<file path="config.mk">
export PLATFORM = sky130hd
export DESIGN_NAME = exercicio7_paridade_serial
export DESIGN_NICKNAME = d
export VERILOG_FILES = /design/src/rtl/exercicio7_paridade_serial_pkg.sv /design/src/rtl/exercicio6.sv /design/src/rtl/exercicio7_paridade_serial.sv
export SDC_FILE = /design/constraint.sdc
export NUM_CORES = 1
export LEC_CHECK = 0
export ABC_AREA = 1
export BUFFER_PORTS_ARGS = -buffer_cell sky130_fd_sc_hd__buf_2
export CORE_AREA = 2 2 39 41
export CTS_CLUSTER_DIAMETER = 80
export CTS_CLUSTER_SIZE = 8
export DETAILED_ROUTE_END_ITERATION = 8
export DIE_AREA = 0 0 41 43
export MAX_ROUTING_LAYER = met4
export SLEW_MARGIN = 20
export SYNTH_ARGS = -nofsm -noshare
export SYNTH_HDL_FRONTEND = slang
export SYNTH_SLANG_ARGS = --single-unit
</file>
<file path="constraint.sdc">
create_clock -name clk -period 1.9 [get_ports clk]
set_input_delay 0.19 -clock clk [delete_from_list [all_inputs] [get_ports clk]]
set_output_delay 0.19 -clock clk [all_outputs]
set_load 0.01 [all_outputs]
</file>
<file path="src/rtl/exercicio7_paridade_serial_pkg.sv">
// Shared types and constants for the serial parity checker.
package exercicio7_paridade_serial_pkg;

  typedef enum logic [1:0] {
    ST_IDLE  = 2'd0,
    ST_DATA  = 2'd1,
    ST_CHECK = 2'd2
  } state_t;

  localparam int PAR_EVEN = 0;
  localparam int PAR_ODD  = 1;

endpackage

</file>
<file path="src/rtl/exercicio6.sv">
// Two-input XOR stage; used by the parity checker as its accumulation step.
module exercicio6 (
  input  logic a,
  input  logic b,
  output logic f
);

  assign f = a ^ b;

endmodule

</file>
<file path="src/rtl/exercicio7_paridade_serial.sv">
// Serial parity checker: N data bits followed by one received parity bit,
// reporting computed parity, mismatch flag and a one-cycle done pulse.
//
// state    | meaning
// ST_IDLE  | waiting for bit 0 of a frame; acc and cnt are zero
// ST_DATA  | accumulating data bits 1..N-1 into acc
// ST_CHECK | all N data bits taken; next valid bit is the received parity
module exercicio7_paridade_serial
  import exercicio7_paridade_serial_pkg::*;
#(
  parameter int N   = 8,
  parameter int ODD = PAR_EVEN
) (
  input  logic                       clk,
  input  logic                       rst,
  input  logic                       a,
  input  logic                       a_valid,
  output logic                       f,
  output logic                       err,
  output logic                       done,
  output logic [$clog2(N+1)-1:0]     cnt
);

  localparam int   CW      = $clog2(N + 1);
  localparam logic ODD_BIT = (ODD == PAR_ODD);

  state_t          state, state_nxt;
  logic            acc, acc_nxt;
  logic            xor_out;
  logic [CW-1:0]   cnt_nxt, cnt_inc;
  logic            f_nxt, err_nxt, done_nxt;

  exercicio6 u_xor (
    .a (acc),
    .b (a),
    .f (xor_out)
  );

  assign cnt_inc = cnt + CW'(1);

  always_comb begin
    state_nxt = state;
    acc_nxt   = acc;
    cnt_nxt   = cnt;
    f_nxt     = f;
    err_nxt   = err;
    done_nxt  = 1'b0;
    case (state)
      ST_IDLE: begin
        acc_nxt = 1'b0;
        cnt_nxt = '0;
        if (a_valid) begin
          acc_nxt   = a;
          cnt_nxt   = CW'(1);
          state_nxt = (N == 1) ? ST_CHECK : ST_DATA;
        end
      end
      ST_DATA: begin
        if (a_valid) begin
          acc_nxt = xor_out;
          cnt_nxt = cnt_inc;
          if (cnt_inc == CW'(N)) state_nxt = ST_CHECK;
        end
      end
      ST_CHECK: begin
        if (a_valid) begin
          f_nxt     = acc ^ ODD_BIT;
          err_nxt   = a ^ acc ^ ODD_BIT;
          done_nxt  = 1'b1;
          acc_nxt   = 1'b0;
          cnt_nxt   = '0;
          state_nxt = ST_IDLE;
        end
      end
      // the spare encoding falls back to a clean idle
      default: begin
        acc_nxt   = 1'b0;
        cnt_nxt   = '0;
        state_nxt = ST_IDLE;
      end
    endcase
  end

  always_ff @(posedge clk) begin
    if (rst) begin
      state <= ST_IDLE;
      acc   <= 1'b0;
      cnt   <= '0;
      f     <= 1'b0;
      err   <= 1'b0;
      done  <= 1'b0;
    end else begin
      state <= state_nxt;
      acc   <= acc_nxt;
      cnt   <= cnt_nxt;
      f     <= f_nxt;
      err   <= err_nxt;
      done  <= done_nxt;
    end
  end

endmodule
</file>
==> metrics.txt <==
# TYPE chip_impl_metric gauge
chip_impl_info{name="run_status",value="completed"} 1
chip_impl_metric{name="worst_slack",unit="ps"} 810.7
chip_impl_info{name="cts_tree",value="done"} 1
chip_impl_metric{name="drt-total-wl",unit="um"} 989
chip_impl_info{name="synth-main-ff-cell",value="sky130_fd_sc_hd__dfxtp_1"} 1
chip_impl_metric{name="antenna_found_initial",unit=""} 0
chip_impl_metric{name="row_count",unit=""} 14
chip_impl_metric{name="sw_share",unit="%"} 25.40
chip_impl_metric{name="met1_length",unit="um"} 490
chip_impl_info{name="top_cells_by_instance_count_after_synthesis",value="sky130_fd_sc_hd__nand2_1 (15), sky130_fd_sc_hd__dfxtp_1 (10), sky130_fd_sc_hd__inv_1 (10), sky130_fd_sc_hd__a21oi_1 (9), sky130_fd_sc_hd__nand3_1 (6)"} 1
chip_impl_metric{name="totalNegativeSetupSlack",unit="ps"} 0
chip_impl_metric{name="hold_buffers",unit=""} 0
chip_impl_metric{name="ant_nets",unit=""} 0
chip_impl_metric{name="cells_after_synthesis",unit=""} 69
chip_impl_info{name="cell_chosen_for_the_clock_root",value="sky130_fd_sc_hd__clkbuf_4"} 1
chip_impl_metric{name="floorplan.core_area",unit="um2"} 1384
chip_impl_metric{name="final_period_minus_worst_setup_slack",unit="ps"} 1089
chip_impl_metric{name="clk_latency",unit="ps"} 270
chip_impl_metric{name="num_vias",unit=""} 470
chip_impl_info{name="cp_launch_type",value="register"} 1
chip_impl_metric{name="async_reset_ff_share",unit="%"} 0
chip_impl_metric{name="timing.final.setup_violations",unit=""} 0
chip_impl_metric{name="final_max_slew_viol_count",unit=""} 0
chip_impl_metric{name="clock_power_share",unit="%"} 42.6
chip_impl_metric{name="final_gp_congestion",unit=""} 0.7494
chip_impl_metric{name="cts.path.max_buffers",unit=""} 2
chip_impl_metric{name="cts_made_buffers",unit=""} 3
chip_impl_info{name="yosys.area.top_type",value="sky130_fd_sc_hd__dfxtp_1"} 1
chip_impl_metric{name="ys_ff_latch",unit=""} 10
chip_impl_metric{name="drt-pass1-iter-count",unit=""} 4
chip_impl_metric{name="dieWidth",unit="um"} 41
chip_impl_metric{name="syn-cell-area",unit="um2"} 485.5
chip_impl_metric{name="post_drt_via_cell_ratio",unit=""} 4.747
chip_impl_metric{name="portBuffers",unit=""} 10
chip_impl_metric{name="worstPathArrival",unit="ps"} 1260
chip_impl_info{name="endpoint_kind",value="register"} 1
chip_impl_info{name="maxUsedRoutingLayer",value="met4"} 1
chip_impl_metric{name="cap_violations",unit=""} 0
chip_impl_metric{name="pin_count_of_the_biggest_net_entering_global_routing",unit=""} 8
chip_impl_metric{name="dpl_worst_slack",unit="ps"} 834.0
chip_impl_metric{name="period_share",unit="%"} 57.33
chip_impl_metric{name="crit_required",unit="ps"} 2070
chip_impl_metric{name="timing.slew.headroom",unit="%"} 85.26
chip_impl_metric{name="grt_usage",unit="%"} 14.85
chip_impl_metric{name="synth_seq_area_share",unit="%"} 41.24
chip_impl_metric{name="synth_enable_flop_cells",unit=""} 0
chip_impl_metric{name="worst_slew_pin_slew",unit="ps"} 218.7
chip_impl_info{name="critPathLaunch",value="cnt[0]$_SDFFE_PP0P_"} 1
chip_impl_info{name="reg2reg_start",value="cnt[0]$_SDFFE_PP0P_"} 1
chip_impl_metric{name="drt-initial-drc-count",unit=""} 5
chip_impl_metric{name="sequentialPowerShare",unit="%"} 47.7
chip_impl_metric{name="count_of_cells_resized_by_post_cts_repair",unit=""} 0
chip_impl_metric{name="synth.avg_cell_area",unit="um2"} 7.036
chip_impl_metric{name="pin_count",unit=""} 11
chip_impl_metric{name="htreeDepth",unit=""} 1
chip_impl_metric{name="route.detailed.wl_per_inst",unit="um"} 9.990
chip_impl_info{name="hold_path_class",value="primary input to register"} 1
chip_impl_metric{name="total_leakage_power",unit="uW"} 0.0002851
chip_impl_metric{name="cts.repair_timing.setup_buffer_count",unit=""} 0
chip_impl_metric{name="design.die.area",unit="um2"} 1763
chip_impl_metric{name="timing.critical_path.fanout_max",unit=""} 7
chip_impl_metric{name="synth_top_area_share",unit="%"} 41.24
chip_impl_metric{name="power-per-cell-area",unit="nW/um2"} 790.3
chip_impl_metric{name="post_route_cells_drive_above_1_share",unit="%"} 25.30
chip_impl_metric{name="finish.net_count",unit=""} 89
chip_impl_info{name="synthMostInstantiatedCell",value="sky130_fd_sc_hd__nand2_1"} 1
chip_impl_metric{name="synth_warnings",unit=""} 0
chip_impl_metric{name="floorplan.die.height",unit="um"} 43
chip_impl_info{name="hp-start",value="rst"} 1
chip_impl_metric{name="worst_ir_drop_vdd",unit="mV"} 0.3718
chip_impl_metric{name="finClkSkew",unit="ps"} 1.645
chip_impl_metric{name="layout_overhead_on_the_synthesized_area",unit="%"} 21.91
chip_impl_info{name="setup_repair_after_global_routing_missed_its_margin",value="no"} 1
chip_impl_metric{name="syn_nets",unit=""} 74
chip_impl_metric{name="fmax",unit="MHz"} 918.0
chip_impl_metric{name="total_power",unit="uW"} 467.7
chip_impl_metric{name="dr_wl_met3",unit="um"} 61
chip_impl_metric{name="cts.sinks",unit=""} 10
chip_impl_metric{name="insertedDiodeCount",unit=""} 0
chip_impl_info{name="setup.worst_path.class",value="register to register"} 1
chip_impl_metric{name="met2_wirelength",unit="um"} 416
chip_impl_metric{name="final_core_utilization",unit="%"} 42.77
chip_impl_metric{name="count_of_distinct_cell_types_in_the_synthesized_netlist",unit=""} 15
chip_impl_metric{name="post-dp-hpwl",unit="um"} 741.7
chip_impl_metric{name="clk_transition_reported_paths",unit="ps"} 70
chip_impl_metric{name="power_report.internal_total",unit="uW"} 348.9
chip_impl_metric{name="drc",unit=""} 0
chip_impl_metric{name="total_switching_power",unit="uW"} 118.8
chip_impl_info{name="synth_area_leaders",value="sky130_fd_sc_hd__dfxtp_1 (41%), sky130_fd_sc_hd__nand2_1 (12%), sky130_fd_sc_hd__a21oi_1 (9.3%), sky130_fd_sc_hd__inv_1 (7.7%), sky130_fd_sc_hd__nand3_1 (6.2%)"} 1
chip_impl_metric{name="first_global_vias",unit=""} 385
chip_impl_metric{name="hold_violations",unit=""} 0
chip_impl_metric{name="grt_first_pass_wirelength",unit="um"} 1642
chip_impl_metric{name="combPwrFrac",unit="%"} 9.7
chip_impl_metric{name="total_congestion_overflow",unit=""} 0
chip_impl_metric{name="start_util",unit="%"} 35.08
## through the flow
step	hold WS, ps	cell area (um2)	std cells
global placement	426.6	555.5	95
global route	182.6	591.8	99
finish	168.5	591.8	99
detailed placement	431.3	555.5	95
CTS	169.0	591.8	99
floorplan	259.1	485.5	69
## cell families after synthesis
family	after synthesis	synth area share (%)
adders and majority gates	1	2.577
DFF	10	41.24
AOI/OAI and AO/OA	15	16.24
xor gates and xnor gates	1	1.804
buffers and inverters	12	9.280
and+or+nand+nor	30	28.87
## flip-flops by register name (all words and copies together) (netlist names)
signal,cells
done,1
state,2
f,1
err,1
acc,1
cnt,4
## path summary, 6_finish.rpt
path	to	slack (ps)	cells past startpoint
setup reg to reg	state[0]$_SDFFE_PP0P_	810	6
hold reg to reg	f$_SDFFE_PP0P_	440	2
hold / removal	cnt[1]$_SDFFE_PP0P_	170	2
setup / recovery	state[0]$_SDFFE_PP0P_	810	6
## worst max-delay path, stage by stage, from the launching register on
cell and delay [ps]:
sky130_fd_sc_hd__dfxtp_1 440, sky130_fd_sc_hd__ha_1 200, sky130_fd_sc_hd__nand2_1 70, sky130_fd_sc_hd__inv_1 80, sky130_fd_sc_hd__nand3_1 70, sky130_fd_sc_hd__nand2_1 60
sky130_fd_sc_hd__a21oi_1 50
## area by class of cell
| type | instances | area [um2] |
|---|---|---|
| Fill cell | 155 | 792.0 |
| Multi-Input combinational cell | 47 | 240.2 |
| Sequential cell | 10 | 200.2 |
| Timing Repair Buffer | 10 | 50.05 |
| Inverter | 12 | 45.04 |
| Clock buffer | 4 | 36.28 |
| Tap cell | 16 | 20.02 |
## power by group through the flow
| stage | sequential (uW) | combinational [uW] | clock, uW |
|---|---|---|---|
| 2_1_floorplan | 227 | 31.6 | 0 |
| 5_1_grt | 224 | 51.8 | 218 |
| 3_5_place_dp | 228 | 45.9 | 0 |
| 3_3_place_gp | 228 | 46.1 | 0 |
| 4_1_cts | 223 | 46.2 | 207 |
| 6_report | 223 | 45.4 | 199 |
## routing by layer
| metal | up-vias | track usage [%] |
|---|---|---|
| met3 | 4 | 6.283 |
| met2 | 14 | 17.50 |
| met5 | - | - |
| li1 | 254 | - |
| met1 | 198 | 19.74 |
| met4 | 0 | 10.00 |
## placed cells by master (no fill, tap or decap), types with 3 or more instances in the layout
master / instances
sky130_fd_sc_hd__nand2_1: 15
sky130_fd_sc_hd__inv_1: 10
sky130_fd_sc_hd__dfxtp_1: 10
sky130_fd_sc_hd__buf_2: 10
sky130_fd_sc_hd__a21oi_1: 9
sky130_fd_sc_hd__nand3_1: 6
sky130_fd_sc_hd__o21ai_0: 4
sky130_fd_sc_hd__nand2_2: 3
sky130_fd_sc_hd__nor2_1: 3
sky130_fd_sc_hd__clkbuf_4: 3
(Power assumes the default switching activity.)
